[src/rtl/dmem_arbiter.sv]
// Two-master round-robin arbiter for the single-port data memory.
// Latency: handshake in T, memory strobes T+1..T+MEM_LAT, Done in T+MEM_LAT+1.
// Backpressure: one access in flight; ReqX_Ready is only raised in IDLE, for the granted requester.
// Ports: Clk_Core/Rst_Core (sync, active-high); Req0_*/Req1_* valid/ready request
//        channels with Rdata + one-cycle Done; Mem_* drive the data memory; Busy = not idle.
module dmem_arbiter #(
    parameter int DWIDTH  = 32,
    parameter int MEM_LAT = 1
) (
    input  logic              Clk_Core,
    input  logic              Rst_Core,
    input  logic              Req0_Valid,
    output logic              Req0_Ready,
    input  logic [DWIDTH-1:0] Req0_Addr,
    input  logic [DWIDTH-1:0] Req0_Wdata,
    input  logic [3:0]        Req0_Wstrb,
    output logic [DWIDTH-1:0] Req0_Rdata,
    output logic              Req0_Done,
    input  logic              Req1_Valid,
    output logic              Req1_Ready,
    input  logic [DWIDTH-1:0] Req1_Addr,
    input  logic [DWIDTH-1:0] Req1_Wdata,
    input  logic [3:0]        Req1_Wstrb,
    output logic [DWIDTH-1:0] Req1_Rdata,
    output logic              Req1_Done,
    output logic [DWIDTH-1:0] Mem_Data_Addr,
    output logic [DWIDTH-1:0] Mem_Data_Write,
    output logic [3:0]        Mem_Write_Ctrl,
    output logic              Mem_Read_Ctrl,
    input  logic [DWIDTH-1:0] Mem_Data_Read,
    output logic              Busy
);

    typedef enum logic [1:0] {
        IDLE   = 2'd0,
        ACCESS = 2'd1,
        RESP   = 2'd2
    } state_t;

    state_t            state_q, state_d;
    logic              ptr_q, ptr_d;          // requester favoured when both are valid
    logic              gnt_id_q, gnt_id_d;    // requester owning the current access
    logic [3:0]        cnt_q, cnt_d;
    logic [DWIDTH-1:0] addr_q, addr_d;
    logic [DWIDTH-1:0] wdata_q, wdata_d;
    logic [3:0]        strb_q, strb_d;
    logic [DWIDTH-1:0] rdata0_q, rdata0_d;
    logic [DWIDTH-1:0] rdata1_q, rdata1_d;

    logic gnt0, gnt1;
    logic in_access;

    // A lone requester always wins; the pointer only breaks ties.
    assign gnt0 = Req0_Valid && (!Req1_Valid || !ptr_q);
    assign gnt1 = Req1_Valid && (!Req0_Valid ||  ptr_q);

    // Ready is held low while reset is asserted so no payload is accepted in that cycle.
    assign Req0_Ready = (state_q == IDLE) && gnt0 && !Rst_Core;
    assign Req1_Ready = (state_q == IDLE) && gnt1 && !Rst_Core;

    assign in_access      = (state_q == ACCESS);
    assign Mem_Data_Addr  = addr_q;
    assign Mem_Data_Write = wdata_q;
    assign Mem_Write_Ctrl = in_access ? strb_q : 4'd0;
    assign Mem_Read_Ctrl  = in_access && (strb_q == 4'd0);

    assign Req0_Done  = (state_q == RESP) && !gnt_id_q;
    assign Req1_Done  = (state_q == RESP) &&  gnt_id_q;
    assign Req0_Rdata = rdata0_q;
    assign Req1_Rdata = rdata1_q;
    assign Busy       = (state_q != IDLE);

    always_comb begin
        state_d  = state_q;
        ptr_d    = ptr_q;
        gnt_id_d = gnt_id_q;
        cnt_d    = cnt_q;
        addr_d   = addr_q;
        wdata_d  = wdata_q;
        strb_d   = strb_q;
        rdata0_d = rdata0_q;
        rdata1_d = rdata1_q;
        case (state_q)
            IDLE: begin
                if (gnt0 || gnt1) begin
                    gnt_id_d = gnt1;
                    addr_d   = gnt1 ? Req1_Addr  : Req0_Addr;
                    wdata_d  = gnt1 ? Req1_Wdata : Req0_Wdata;
                    strb_d   = gnt1 ? Req1_Wstrb : Req0_Wstrb;
                    cnt_d    = 4'd0;
                    state_d  = ACCESS;
                end
            end
            ACCESS: begin
                if (cnt_q == 4'(MEM_LAT - 1)) begin
                    // Read data is only valid on the final cycle of the memory window.
                    if (strb_q == 4'd0) begin
                        if (gnt_id_q) rdata1_d = Mem_Data_Read;
                        else          rdata0_d = Mem_Data_Read;
                    end
                    state_d = RESP;
                end else begin
                    cnt_d = cnt_q + 4'd1;
                end
            end
            RESP: begin
                ptr_d   = !gnt_id_q;
                state_d = IDLE;
            end
            default: state_d = IDLE;
        endcase
    end

    always_ff @(posedge Clk_Core) begin
        if (Rst_Core) begin
            state_q  <= IDLE;
            ptr_q    <= 1'b0;
            gnt_id_q <= 1'b0;
            cnt_q    <= 4'd0;
            addr_q   <= '0;
            wdata_q  <= '0;
            strb_q   <= 4'd0;
            rdata0_q <= '0;
            rdata1_q <= '0;
        end else begin
            state_q  <= state_d;
            ptr_q    <= ptr_d;
            gnt_id_q <= gnt_id_d;
            cnt_q    <= cnt_d;
            addr_q   <= addr_d;
            wdata_q  <= wdata_d;
            strb_q   <= strb_d;
            rdata0_q <= rdata0_d;
            rdata1_q <= rdata1_d;
        end
    end

endmodule
[config.mk]
export PLATFORM = sky130hd
export DESIGN_NAME = dmem_arbiter
export DESIGN_NICKNAME = d
export VERILOG_FILES = /design/src/rtl/dmem_arbiter.sv
export SDC_FILE = /design/constraint.sdc
export NUM_CORES = 1
export LEC_CHECK = 0
export ABC_CLOCK_PERIOD_IN_PS = 3800
export CAP_MARGIN = 10
export CORE_UTILIZATION = 30
export CTS_BUF_LIST = sky130_fd_sc_hd__clkbuf_8 sky130_fd_sc_hd__clkbuf_16
export CTS_CLUSTER_DIAMETER = 80
export DETAILED_ROUTE_END_ITERATION = 8
export PLACE_DENSITY_LB_ADDON = 0.08
export RECOVER_POWER = 100
export SYNTH_ARGS = -nofsm -noshare
export SYNTH_HDL_FRONTEND = slang
export SYNTH_SLANG_ARGS = --single-unit
[constraint.sdc]
create_clock -name Clk_Core -period 3.8 [get_ports Clk_Core]
set_input_delay 0.95 -clock Clk_Core [delete_from_list [all_inputs] [get_ports Clk_Core]]
set_output_delay 0.95 -clock Clk_Core [all_outputs]
set_load 0.02 [all_outputs]
==> qor.txt, run 1 <==
Die W: 152 um
RR Startpoint: strb_q[3]$_SDFFE_PP0P_
NetSw: 1440 uW
# diodes: 0
# DRC: 16
Sw Ratio: 31.9%
Fmax: 289 MHz
Initial antenna violation count: 0
Min-delay src: Req0_Rdata[16]$_SDFFE_PP0P_
Final setup TNS: 0 ns
Reg2reg setup slack: 1.20 ns
Number of flops mapped to enable cells by yosys: 0
Total number of vias: 7,414
Clock share of power: 38.5%
Pint: 3060 uW
Final hold violations: 0
CP max stage delay: 0.72 ns
Hold crit path type: reg2reg
Power Dens Cells: 431 nW/um^2
Commonest non-fill, non-tap cells in the layout: clkdlybuf4s50_1, dfxtp_1, dlygate4sd3_1, a21oi_1
DR vias/cell: 5.71
Status: finished with violations
CP Class: in2out
Worst Path Required: 2.85 ns
GRT overflow: 0
Library cells used by synthesis: 41
CTS resizes: 0
Number of CTS-inserted buffers: 17
Max transition margin: -15.9%
#FFs+latches synth: 140
Vias in the first global route: 7,365
Die area: 23,200 sq um
Wire per inst: 20.9 um
CP startpoint: Req0_Valid
Pre-antenna DRT Iters: 7
Max-cap viol count: 2
Area grow syn2layout: 54.1%
Failing checks: design-rule violations, max-capacitance violations, max-slew violations
Clock transition at path regs: 0.07 ns
Post-synthesis cell area: 6760 sq um
CTS Hold Buffers Added: 0
Leak: 0.00366 uW
Kind of cell adding the most delay to the critical path: buffers and inverters
Synth Flop Type: dfxtp_1
Clock Latency Late Sink: 0.43 ns
Seq/Total Area, Yosys: 41.4%
Worst endpoint data arrival time: 2.52 ns
Starting Density: 30.8%
Io pins: 310
Slew Viols, Final: 106
Share of the synthesized area in the top cell type: 41.4%
Fin nets: 1,181
CP max-delay cell: dlygate4sd3_1
CTS tree: yes
Clock Path Buffers: 2
Sequential share of power: 36.6%
PortBufs: 309
Proportion of layout cells with a drive suffix above 1: 6.28%
Worst Clk Skew: 0.0142 ns
Critical Path Fanout Max: 4
Antenna Nets Post-Route: 0
Clock sinks: 140
Final setup vio count: 0
Final worst-path cycle share: 91.2%
Core area: 22,000 sq um
Tot GR Track Use: 23.3%
Chip height: 152 um
Peak VDD IR: 262 uV
Ys Warns: 0
Global-route wire length before repair: 43,200 um
Largest net degree at the start of global routing: 73
Post-Layout Cell Count: 1,299
Detailed-route wire length: 27,100 um
Logic pwr share: 24.8%
CP Buf/Inv Count: 3
Slew @ Worst Pin: 1.74 ns
Synth area leaders: dfxtp_1, a21oi_1, a311oi_1
Unrepaired setup endpoints after global routing: false
GPL Wtd Cong: 0.733
Startpoint Class: input port
Dpl hpwl: 16,200 um
CTS Root Cell: clkbuf_16
H-tree levels: 4
Placed instance count: 1,268
Synth area leader: dfxtp_1
Fin crit period: 3.47 ns
Syn Nets: 953
Commonest non-fill, non-tap cell in the layout: clkdlybuf4s50_1
Worst-path cell chain: clkdlybuf4s50_1 -> inv_2 -> a2111oi_0 -> dlygate4sd3_1
Worst Setup End Kind: output pin
Async set-reset flop share out of synthesis: 0%
First DRT Iteration DRCs: 505
Row count: 54
Postcts setup bufs: 0
Post-Synthesis Cells: 779
Syn avg cell area: 8.68 sq um
-- area by class of cell --
type	instances	area [sq um]
multi-input combinational	513	3410
clock buffer	17	425
clock inverter	14	170
inverter	7	26.3
tap	280	350
sequential	140	2800
fill	2183	11500
timing repair buffer	328	3240
-- sequential cells by signal, indices dropped and copies added (netlist names) --
name / cells
Req0_Rdata: 32
Mem_Data_Write: 32
gnt_id_q: 1
state_q: 2
cnt_q: 4
ptr_q: 1
Mem_Data_Addr: 32
strb_q: 4
Req1_Rdata: 32
-- cell families after synthesis --
logic type	count (synthesis)	synth area share (%)
adders and majority gates	2	0.370
DFF	140	41.4
AOI/OAI and AO/OA	413	40.7
buffers and inverters	126	8.01
and+or+nand+nor	98	9.45
-- worst paths after layout --
check,cells past startpoint,end
max,4,Req0_Ready
max reg2reg,4,Req1_Rdata[25]$_SDFFE_PP0P_
min reg2reg,2,Req0_Rdata[16]$_SDFFE_PP0P_
min,2,Req0_Rdata[16]$_SDFFE_PP0P_
-- worst reg2reg max path: stages, from the launching register on --
cell,delay (ns)
dfxtp_1,0.37
or4_1,0.56
clkbuf_2,0.79
o31ai_1,0.59
a21oi_1,0.10
-- synth_stat cells, types with 2 or more instances --
| cell type | instances |
|---|---|
| o31ai_1 | 48 |
| a311oi_1 | 68 |
| o31ai_2 | 16 |
| ha_1 | 2 |
| buf_1 | 5 |
| nor2_1 | 6 |
| buf_2 | 13 |
| nor3b_1 | 2 |
| o21ai_0 | 69 |
| nand3_1 | 4 |
| nand2b_1 | 2 |
| o221ai_1 | 2 |
| buf_4 | 2 |
| and2_1 | 4 |
| o211ai_1 | 69 |
| nor2b_1 | 2 |
| nand4_1 | 65 |
| dfxtp_1 | 140 |
| inv_1 | 5 |
| buf_6 | 6 |
| clkbuf_1 | 93 |
| a21oi_1 | 137 |
-- metal layers --
layer | vias to the layer above | track usage, % | routed length [um]
li1 | 3554 | - | -
met1 | 3537 | 30.4 | 11700
met2 | 303 | 37.0 | 12900
met3 | 20 | 7.20 | 2270
met4 | 0 | 6.61 | 291
met5 | - | 0 | 0
-- metrics by stage --
stage                     cell area (sq um)  hold slack, ns  setup WS (ns)  util (%)  total power, uW
after floorplan                        6760           0.483          0.336         -             2310
after global placement                 9910           0.452          0.390      45.1             2850
after detailed placement               9910           0.456          0.360      45.1             2850
after CTS                             10500           0.466          0.358      47.8             4600
after global routing                  10400           0.478          0.240      47.5             4690
final                                 10400           0.461          0.335      47.5             4500
-- power by group through the flow --
stage / clock, uW / sequential [uW] / combinational (uW)
finish: 1730 / 1650 / 1120
global route: 1830 / 1660 / 1200
CTS: 1770 / 1650 / 1170
detailed placement: 0 / 1680 / 1170
global placement: 0 / 1680 / 1170
floorplan: 0 / 1800 / 511
Power figures use the tool's default switching activity.
==> run 2: changes to the inputs <==
Settings changed: CORE_MARGIN from default to 2.
==> qor.txt, run 2 (synthesis gave the netlist of run 1 again) <==
Largest net degree at the start of global routing: 90 (+23%)
Max transition margin: -31.0% (-15 points)
Tot GR Track Use: 22.0% (-1.3 points)
Wl on met1: 11,900 um (+2.2%)
CP Buf/Inv Count: 3 (unchanged)
H-tree levels: 4 (unchanged)
Leak: 0.00367 uW (+0.16%)
Slew Viols, Final: 90 (-15%)
Slew @ Worst Pin: 1.96 ns (+0.225 ns)
Clock Path Buffers: 2 (unchanged)
Top Metal Used: met5
Postcts setup bufs: 0 (unchanged)
GRT overflow: 0 (unchanged)
Reg2reg path depth: 4 (unchanged)
WHS Path Cells: 2 (unchanged)
Worst Setup End Kind: output pin
Starting Density: 30.8% (unchanged)
Final worst-path cycle share: 91.6% (+0.37 points)
PortBufs: 309 (unchanged)
Power Dens Cells: 428 nW/um^2 (-0.75%)
Peak VDD IR: 241 uV (-8.0%)
Failing checks: max-capacitance violations, max-slew violations
DR vias/cell: 5.73 (+0.42%)
CTS resizes: 0 (unchanged)
Met2 WL: 12,500 um (-3.1%)
Core area: 22,000 sq um (unchanged)
Commonest non-fill, non-tap cell in the layout: clkdlybuf4s50_1
Worst-path cell chain: clkdlybuf4s50_1 -> inv_2 -> a2111oi_0 -> dlygate4sd3_1
# DRC: 0 (-16)
Initial antenna violation count: 2 (+2)
Global-route wire length before repair: 42,000 um (-2.7%)
Worst Clk Skew: 0.0151 ns (+0.000911 ns)
CTS tree: yes
Row count: 54 (unchanged)
Detailed-route wire length: 27,100 um (about the same)
Wire per inst: 20.9 um (about the same)
Antenna Nets Post-Route: 0 (unchanged)
CTS Hold Buffers Added: 0 (unchanged)
Pre-antenna DRT Iters: 5 (-2)
Final setup vio count: 0 (unchanged)
Stages on the worst setup path: 4 (unchanged)
CP Class: in2out
Commonest non-fill, non-tap cells in the layout: clkdlybuf4s50_1, dfxtp_1, dlygate4sd3_1, a21oi_1
Worst Path Required: 2.85 ns (about the same)
Clock Latency Late Sink: 0.42 ns (about the same)
Die W: 154 um (+1.3%)
Max-cap viol count: 1 (-1)
Final setup TNS: 0 ns (unchanged)
Reg2reg setup slack: 1.52 ns (+0.32 ns)
CP max-delay cell: dlygate4sd3_1
Area grow syn2layout: 55.0%
GPL Wtd Cong: 0.774 (+5.6%)
Worst hold slack: 0.462 ns (+0.000885 ns)
Clock transition at path regs: 0.07 ns (about the same)
Kind of cell adding the most delay to the critical path: buffers and inverters
Die area: 23,800 sq um (+2.6%)
Routed met3 length: 2200 um (-3.1%)
Dpl hpwl: 16,200 um (about the same)
Placed instance count: 1,267 (-0.079%)
Hold crit path type: reg2reg
Clock sinks: 140 (unchanged)
CP max stage delay: 0.73 ns (about the same)
Fmax: 287 MHz (-0.40%)
Io pins: 310 (unchanged)
Post-Layout Cell Count: 1,299 (unchanged)
Number of CTS-inserted buffers: 17 (unchanged)
Worst endpoint data arrival time: 2.53 ns (about the same)
CTS Root Cell: clkbuf_16
Chip height: 154 um (+1.3%)
Total number of vias: 7,445 (+0.42%)
Critical Path Fanout Max: 4 (unchanged)
Fin nets: 1,180 (-0.085%)
Status: finished with violations
Fin crit period: 3.48 ns (+0.0139 ns)
Startpoint Class: input port
Vias in the first global route: 7,365 (unchanged)
Proportion of layout cells with a drive suffix above 1: 7.95% (+1.7 points)
# diodes: 0 (unchanged)
Final hold violations: 0 (unchanged)
Unrepaired setup endpoints after global routing: false
First DRT Iteration DRCs: 414 (-18%)
run 2: cell count changes in the layout (fill, tap and decap cells not counted), sizes merged:
cell	previous run	this run
buf	15	17
bufinv	3	2
clkbuf	23	22
run 2: stage by stage:
stage                     setup WS, ns  instance area, sq um  util (%)  power, uW
after floorplan                  0.336                  6760         -       2310
after global placement           0.384                  9900      45.1       2850
after detailed placement         0.374                  9900      45.1       2850
after CTS                        0.363                 10500      47.8       4570
after global routing             0.168                 10500      47.7       4680
final                            0.321                 10500      47.7       4490
run 2: report_power, final:
part	leakage, uW	internal, uW	total [uW]	switching, uW
Clock	0.000288	1010	1720	708
Sequential	0.00115	1580	1650	66.0
Combinational	0.00223	451	1130	675
run 2: worst paths after layout:
path                                             startpoint                       endpoint
worst max-delay path                             Req0_Valid                     Req0_Ready
worst min-delay path            Req0_Rdata[20]$_SDFFE_PP0P_    Req0_Rdata[20]$_SDFFE_PP0P_
worst max register to register           ptr_q$_SDFFE_PP0N_  Mem_Data_Addr[2]$_SDFFE_PP0P_
worst min register to register  Req0_Rdata[20]$_SDFFE_PP0P_    Req0_Rdata[20]$_SDFFE_PP0P_
run 2: worst min-delay path, stage by stage (launching register included):
cell and delay (ns):
dfxtp_1 0.31, o31ai_1 0.06, a21oi_1 0.05
run 2: routing by layer:
| layer | GRT usage, % | up-vias |
|---|---|---|
| li1 | - | 3558 |
| met1 | 28.5 | 3582 |
| met2 | 34.6 | 267 |
| met3 | 7.75 | 34 |
| met4 | 6.54 | 4 |
| met5 | 0 | - |
run 2: layout make-up:
type	count	area [sq um]
multi-input combinational	513	3470
inverter	7	26.3
clock buffer	19	453
clock inverter	13	140
sequential	140	2800
timing repair buffer	327	3240
fill	2124	11500
tap	280	350
